`config.mk`:
```
export PLATFORM = sky130hd
export DESIGN_NAME = mem_arbiter
export DESIGN_NICKNAME = d
export VERILOG_FILES = /design/src/rtl/mem_arb_pkg.sv /design/src/rtl/mem_arb_rr.sv /design/src/rtl/mem_arbiter.sv
export SDC_FILE = /design/constraint.sdc
export NUM_CORES = 1
export LEC_CHECK = 0
export ABC_AREA = 1
export CAP_MARGIN = 25
export CORE_UTILIZATION = 40
export DETAILED_ROUTE_END_ITERATION = 6
export HOLD_SLACK_MARGIN = 0.06
export PLACE_DENSITY_LB_ADDON = 0.12
export SYNTH_ARGS = -nofsm -noshare
export SYNTH_HDL_FRONTEND = slang
export SYNTH_SLANG_ARGS = --single-unit
export TNS_END_PERCENT = 5
```
`constraint.sdc`:
```
create_clock -name clk -period 5.45 [get_ports clk]
set_input_delay 1.09 -clock clk [delete_from_list [all_inputs] [get_ports clk]]
set_output_delay 1.09 -clock clk [all_outputs]
set_load 0.01 [all_outputs]
```
`src/rtl/mem_arb_pkg.sv`:
```
// Shared types and constants for the IFU/LSU memory arbiter.
package mem_arb_pkg;

  typedef enum logic [1:0] {
    IDLE  = 2'd0,
    ISSUE = 2'd1,
    WAIT  = 2'd2,
    RESP  = 2'd3
  } state_e;

  localparam logic [2:0] MEMOP_LB  = 3'b000;
  localparam logic [2:0] MEMOP_LH  = 3'b001;
  localparam logic [2:0] MEMOP_W   = 3'b010;
  localparam logic [2:0] MEMOP_LBU = 3'b100;
  localparam logic [2:0] MEMOP_LHU = 3'b101;

  localparam logic REQ_IFU = 1'b0;
  localparam logic REQ_LSU = 1'b1;

  // Misaligned or undefined accesses; unsigned loads have no store form.
  function automatic logic req_illegal(input logic [31:0] addr, input logic [2:0] op,
                                       input logic wen);
    logic bad;
    case (op)
      MEMOP_LB:  bad = 1'b0;
      MEMOP_LBU: bad = wen;
      MEMOP_LH:  bad = (addr[1:0] == 2'b11);
      MEMOP_LHU: bad = (addr[1:0] == 2'b11) || wen;
      MEMOP_W:   bad = (addr[1:0] != 2'b00);
      default:   bad = 1'b1;
    endcase
    return bad;
  endfunction

endpackage

```
`src/rtl/mem_arb_rr.sv`:
```
// Two-way round-robin grant; remembers the last requester that was accepted.
module mem_arb_rr
  import mem_arb_pkg::*;
(
  input  logic clk,
  input  logic rst_n,
  input  logic ifu_valid,
  input  logic lsu_valid,
  input  logic accept,
  output logic gnt_id
);

  logic last_q, last_d;

  always_comb begin
    gnt_id = REQ_LSU;
    if (ifu_valid && lsu_valid) begin
      gnt_id = (last_q == REQ_LSU) ? REQ_IFU : REQ_LSU;
    end else if (ifu_valid) begin
      gnt_id = REQ_IFU;
    end
    last_d = accept ? gnt_id : last_q;
  end

  // Reset value makes the LSU win the first contested grant.
  always_ff @(posedge clk) begin
    if (!rst_n) last_q <= REQ_IFU;
    else        last_q <= last_d;
  end

endmodule

```
`src/rtl/mem_arbiter.sv`:
```
// Arbitrates IFU and LSU onto one memory port, one transaction in flight.
// Optional MEM_ARB_ALIGN_CHK_EN: reject misaligned/illegal requests with err.
module mem_arbiter
  import mem_arb_pkg::*;
#(
  parameter int LAT = 1
) (
  input  logic        clk,
  input  logic        rst_n,
  input  logic        ifu_req_valid,
  output logic        ifu_req_ready,
  input  logic [31:0] ifu_addr,
  output logic        ifu_resp_valid,
  input  logic        ifu_resp_ready,
  output logic [31:0] ifu_rdata,
  output logic        ifu_err,
  input  logic        lsu_req_valid,
  output logic        lsu_req_ready,
  input  logic [31:0] lsu_addr,
  input  logic        lsu_wen,
  input  logic [2:0]  lsu_memop,
  input  logic [31:0] lsu_wdata,
  output logic        lsu_resp_valid,
  input  logic        lsu_resp_ready,
  output logic [31:0] lsu_rdata,
  output logic        lsu_err,
  output logic [31:0] mem_addr,
  output logic        mem_rd,
  output logic        mem_wr,
  output logic [2:0]  mem_op,
  output logic [31:0] mem_wdata,
  input  logic [31:0] mem_rdata
);

  localparam logic [3:0] LAT_M1 = 4'(LAT - 1);

  state_e      state_q, state_d;
  logic [3:0]  cnt_q, cnt_d;
  logic        id_q, id_d;
  logic [31:0] addr_q, addr_d;
  logic [2:0]  op_q, op_d;
  logic        wen_q, wen_d;
  logic [31:0] wdata_q, wdata_d;
  logic [31:0] rdata_q, rdata_d;
  logic        gnt_id, accept, resp_hs, in_issue, in_resp;

  mem_arb_rr u_rr (
    .clk       (clk),
    .rst_n     (rst_n),
    .ifu_valid (ifu_req_valid),
    .lsu_valid (lsu_req_valid),
    .accept    (accept),
    .gnt_id    (gnt_id)
  );

  assign accept  = (state_q == IDLE) && ((gnt_id == REQ_IFU) ? ifu_req_valid : lsu_req_valid);
  assign resp_hs = (id_q == REQ_IFU) ? ifu_resp_ready : lsu_resp_ready;

`ifdef MEM_ARB_ALIGN_CHK_EN
  logic err_q, err_d;
`endif

  always_comb begin
    state_d = state_q;
    cnt_d   = cnt_q;
    id_d    = id_q;
    addr_d  = addr_q;
    op_d    = op_q;
    wen_d   = wen_q;
    wdata_d = wdata_q;
    rdata_d = rdata_q;
`ifdef MEM_ARB_ALIGN_CHK_EN
    err_d   = err_q;
`endif
    case (state_q)
      IDLE: begin
        if (accept) begin
          id_d = gnt_id;
          if (gnt_id == REQ_IFU) begin
            addr_d  = ifu_addr;
            op_d    = MEMOP_W;
            wen_d   = 1'b0;
            wdata_d = '0;
          end else begin
            addr_d  = lsu_addr;
            op_d    = lsu_memop;
            wen_d   = lsu_wen;
            wdata_d = lsu_wdata;
          end
          state_d = ISSUE;
`ifdef MEM_ARB_ALIGN_CHK_EN
          err_d = 1'b0;
          if (req_illegal(addr_d, op_d, wen_d)) begin
            err_d   = 1'b1;
            rdata_d = '0;
            state_d = RESP;
          end
`endif
        end
      end
      ISSUE: begin
        cnt_d   = LAT_M1;
        state_d = WAIT;
      end
      WAIT: begin
        if (cnt_q == 4'd0) begin
          rdata_d = wen_q ? 32'd0 : mem_rdata;
          state_d = RESP;
        end else begin
          cnt_d = cnt_q - 4'd1;
        end
      end
      RESP: begin
        if (resp_hs) state_d = IDLE;
      end
      default: state_d = IDLE;
    endcase
  end

  always_ff @(posedge clk) begin
    if (!rst_n) begin
      state_q <= IDLE;
      cnt_q   <= '0;
`ifdef MEM_ARB_ALIGN_CHK_EN
      err_q   <= 1'b0;
`endif
    end else begin
      state_q <= state_d;
      cnt_q   <= cnt_d;
`ifdef MEM_ARB_ALIGN_CHK_EN
      err_q   <= err_d;
`endif
    end
  end

  // Payload registers are only observed through state-gated outputs.
  always_ff @(posedge clk) begin
    id_q    <= id_d;
    addr_q  <= addr_d;
    op_q    <= op_d;
    wen_q   <= wen_d;
    wdata_q <= wdata_d;
    rdata_q <= rdata_d;
  end

  assign in_issue = (state_q == ISSUE);
  assign in_resp  = (state_q == RESP);

  assign ifu_req_ready  = (state_q == IDLE) && (gnt_id == REQ_IFU) && ifu_req_valid;
  assign lsu_req_ready  = (state_q == IDLE) && (gnt_id == REQ_LSU) && lsu_req_valid;
  assign ifu_resp_valid = in_resp && (id_q == REQ_IFU);
  assign lsu_resp_valid = in_resp && (id_q == REQ_LSU);
  assign ifu_rdata      = ifu_resp_valid ? rdata_q : '0;
  assign lsu_rdata      = lsu_resp_valid ? rdata_q : '0;
`ifdef MEM_ARB_ALIGN_CHK_EN
  assign ifu_err        = ifu_resp_valid && err_q;
  assign lsu_err        = lsu_resp_valid && err_q;
`else
  assign ifu_err        = 1'b0;
  assign lsu_err        = 1'b0;
`endif
  assign mem_rd         = in_issue && !wen_q;
  assign mem_wr         = in_issue && wen_q;
  assign mem_addr       = in_issue ? addr_q : '0;
  assign mem_op         = in_issue ? op_q : '0;
  assign mem_wdata      = in_issue ? wdata_q : '0;

endmodule

```
==> flow_summary_export.csv <==
group,metric,value,unit
logic_synthesis,synth_edf_count,101,
final_layout,filler_cell_count,1101,
placement,hpwl,10.33,mm
timing,slew-limit-headroom,42.04,%
setup_path,cp_slowest_stage_delay,0.49,ns
grt,grt_start_max_net_pins,71,
cts,clock_tree_from_tritoncts,"yes",
cts,clock_sinks,108,
worst_hold_path,timing.hold.worst_endpoint,"cnt_q[1]$_SDFFE_PN0P_",
logic_synthesis,yosys_most_used_dff,"sky130_fd_sc_hd__edfxtp_1",
cts,root_buffer,"sky130_fd_sc_hd__clkbuf_16",
setup_path,timing_worst_setup_path_type,"primary input to output pin",
final_layout,final_layout_size_suffix_gt1_share,3.830,%
grt,globalRouteTotalUtil,19.09,%
route,drt-wirelength-per-cell,12.09,µm
route,remaining_drc_errors,0,
setup_path,worst_path_depth,6,
power_and_ir_drop,peakVddDrop,0.0001890,V
final_layout,num-nets-final,1079,
floorplanning,die_width,118.5,µm
timing,setup_total_negative_slack,0,ns
setup_path,rr_worst_depth,5,
setup_path,cp_data_arrival_time,2.73,ns
logic_synthesis,sequential_element_share_of_the_synthesized_area,58.45,%
logic_synthesis,ys_top_cells_by_count,"185 x sky130_fd_sc_hd__inv_1, 179 x sky130_fd_sc_hd__nand2_1, 131 x sky130_fd_sc_hd__nor2_1, 101 x sky130_fd_sc_hd__edfxtp_1, 20 x sky130_fd_sc_hd__clkbuf_1",
setup_path,crit-reg2reg-launch,"state_q[0]$_SDFFE_PN0P_",
power_and_ir_drop,power.leakage,4.223,nW
setup_path,path_delay_family,"buffers and inverters",
setup_path,crit_chain,"clkdlybuf4s50_1, inv_2, o21ai_4, buf_4, nor2_1, clkdlybuf4s50_1",
floorplanning,fp.dieArea,0.01404,mm²
setup_path,setup.reg_to_reg.worst_slack,3.36,ns
setup_path,crit_path_end_kind,"output pin",
run,timing.max_cap.violations,0,
setup_path,path_common_cell,"sky130_fd_sc_hd__clkdlybuf4s50_1",
placement,dpl-instance-area,0.008320,mm²
route,final_antenna_net_count,0,
route,dr.first_iter.drc_count,176,
placement,dpl.cell_count,1099,
final_layout,postLayoutCellArea,0.008615,mm²
power_and_ir_drop,totalPowerFinal,3.186,mW
worst_hold_path,holdPathStages,2,
setup_path,cpMaxStageDelayCell,"sky130_fd_sc_hd__clkdlybuf4s50_1",
worst_hold_path,hp-class,"flip-flop to flip-flop",
logic_synthesis,area_contributors_post_synth,"sky130_fd_sc_hd__edfxtp_1 56%, sky130_fd_sc_hd__inv_1 13%, sky130_fd_sc_hd__nand2_1 12%",
logic_synthesis,avgSynthCellArea,8.079,µm²
setup_path,crit_buf_inv,4,
logic_synthesis,synth_most_common_cell,"sky130_fd_sc_hd__inv_1",
cts,insertion_delay,0.34,ns
cts,numCtsBuffers,9,
grt,number_of_antenna_violations_at_the_first_check_in_global_routing,0,
logic_synthesis,post-synth-top-area-cell,"sky130_fd_sc_hd__edfxtp_1",
logic_synthesis,fraction_of_synthesis_flops_using_an_asynchronous_set_or_reset_pin,0,%
timing,setup_violations,0,
grt,first_global_vias,4342,
cts,cts_resized,0,
cts,clk_path_buf_depth,2,
logic_synthesis,yosys_warnings,0,
route,detailroute.via_count,4766,
logic_synthesis,synthDistinctLibCells,22,
timing,report.final.slew_viol_count,0,
placement,gp_congestion,0.8165,
cts,cts-htree-levels,3,
setup_path,worstSetupStartpointType,"primary input",
timing,max_freq,261.9,MHz
route,routed_wirelength,13.49,mm
setup_path,timing.critical_path.fanout_max,34,
logic_synthesis,netlist_instances,672,
timing,worst_hold_slack,0.4835,ns
cts,cts.repair_timing.setup_buffer_count,0,
timing,finalClockSkew,0.006202,ns
floorplanning,die_span_y,118.5,µm
power_and_ir_drop,pwr_density_cell,369.9,mW/mm²
route,avgViaCountPerCell,4.271,
logic_synthesis,synthesized_cell_area,0.005429,mm²
worst_hold_path,hold_path.startpoint,"cnt_q[1]$_SDFFE_PN0P_",
route,drt-pass1-iter-count,4,
timing,timing.final.crit_period,3.818,ns
final_layout,instances_no_fill,1116,
timing,rsz0062_at_grt,"false",
cts,clk_pin_slew_worst_paths,0.06,ns
logic_synthesis,synth.top_cell.area_share,55.87,%
timing,timing_worst_slew_pin_value,0.8694,ns
grt,grt_first_pass_wirelength,20.69,mm
setup_path,crit-reg2reg-capture,"addr_q[7]$_DFFE_PP_",
setup_path,timing.critical_path.required,4.36,ns
logic_synthesis,synth-seq-cells,108,
final_layout,antenna-diode-count,0,
outcome,outcome,"finished clean",
floorplanning,design.core.area,0.01324,mm²
placement,quantity_of_i_o_buffers_inserted_on_ports,274,
timing,timing.final.crit_share,70.06,%
cts,hold_buffers,0,
grt,final_global_route_overflow_total,0,
floorplanning,ioPinCount,277,
timing,number_of_hold_violations_in_the_final_report,0,
floorplanning,initial_util,41.00,%
floorplanning,std_cell_rows,42,
final_layout,syn_to_final_growth,58.68,%
==> sequential cells by signal, summed over array words and instances (netlist names) <==
signal and count:
addr_q 32, cnt_q 4, id_q 1, op_q 3
rdata_q 32, state_q 2, u_rr.last_q 1, wdata_q 32
wen_q 1
==> layer usage <==
| layer | global-route usage [%] | wire length (µm) | up-vias |
|---|---|---|---|
| li1 | - | - | 2458 |
| met2 | 34.67 | 6861 | 204 |
| met1 | 21.13 | 5209 | 2084 |
| met5 | 0 | 0 | - |
| met3 | 5.261 | 1131 | 20 |
| met4 | 7.199 | 284 | 0 |
==> power breakdown <==
part / switching, mW / internal [mW]
clock network: 0.269 / 0.306
logic: 0.698 / 0.571
registers: 0.0815 / 1.26
==> worst reg2reg max path, stage by stage, from the launching register on <==
cell,delay [ns]
sky130_fd_sc_hd__dfxtp_1,0.34
sky130_fd_sc_hd__inv_1,0.10
sky130_fd_sc_hd__ha_1,0.26
sky130_fd_sc_hd__inv_1,0.17
sky130_fd_sc_hd__a21oi_4,0.13
sky130_fd_sc_hd__buf_4,0.69
==> metrics by stage <==
stage,setup slack [ns],util (%)
after floorplan,0.3825,-
after global placement,1.666,62.83
after detailed placement,1.631,62.83
after CTS,1.620,64.73
after global routing,1.573,65.05
final,1.632,65.05
==> cell families after synthesis <==
family	count (synthesis)	synth area share [%]
simple gates	333	23.88
buf+inv	217	15.44
flops	108	58.45
compound gates	7	0.8528
fa+ha+maj	5	1.152
xor+xnor	1	0.1614
other cells	1	0.06907
==> placed cells by master (no fill, tap or decap), drive strengths merged <==
master	instances
a21oi	4
clkdlybuf4s50	274
nand4	2
nor2	141
ha	5
nand2	179
conb	2
dfxtp	7
buf	8
clkinv	3
o21ai	3
inv	187
clkbuf	12
nor3	2
xor2	1
edfxtp	101
or2	2
nand3	7
==> cell type report <==
type / count / area (µm²) / area share [%]
multi-input combinational: 348 / 1438 / 16.69
clock buffer: 12 / 236.5 / 2.745
inverter: 187 / 701.9 / 8.148
timing repair buffer: 282 / 2830 / 32.85
sequential: 108 / 3173 / 36.83
clock inverter: 3 / 15.01 / 0.1743
tap: 176 / 220.2 / 2.556
==> how the worst max path moves through the flow <==
stage / startpoint / to / slack, ns
global placement: lsu_req_valid / ifu_req_ready / 1.67
CTS: lsu_req_valid / ifu_req_ready / 1.62
floorplan: lsu_req_valid / addr_q[0]$_DFFE_PP_ / 0.38
global route: lsu_req_valid / ifu_req_ready / 1.57
finish: lsu_req_valid / ifu_req_ready / 1.63
detailed placement: lsu_req_valid / ifu_req_ready / 1.63
Power figures use the tool's default switching activity.
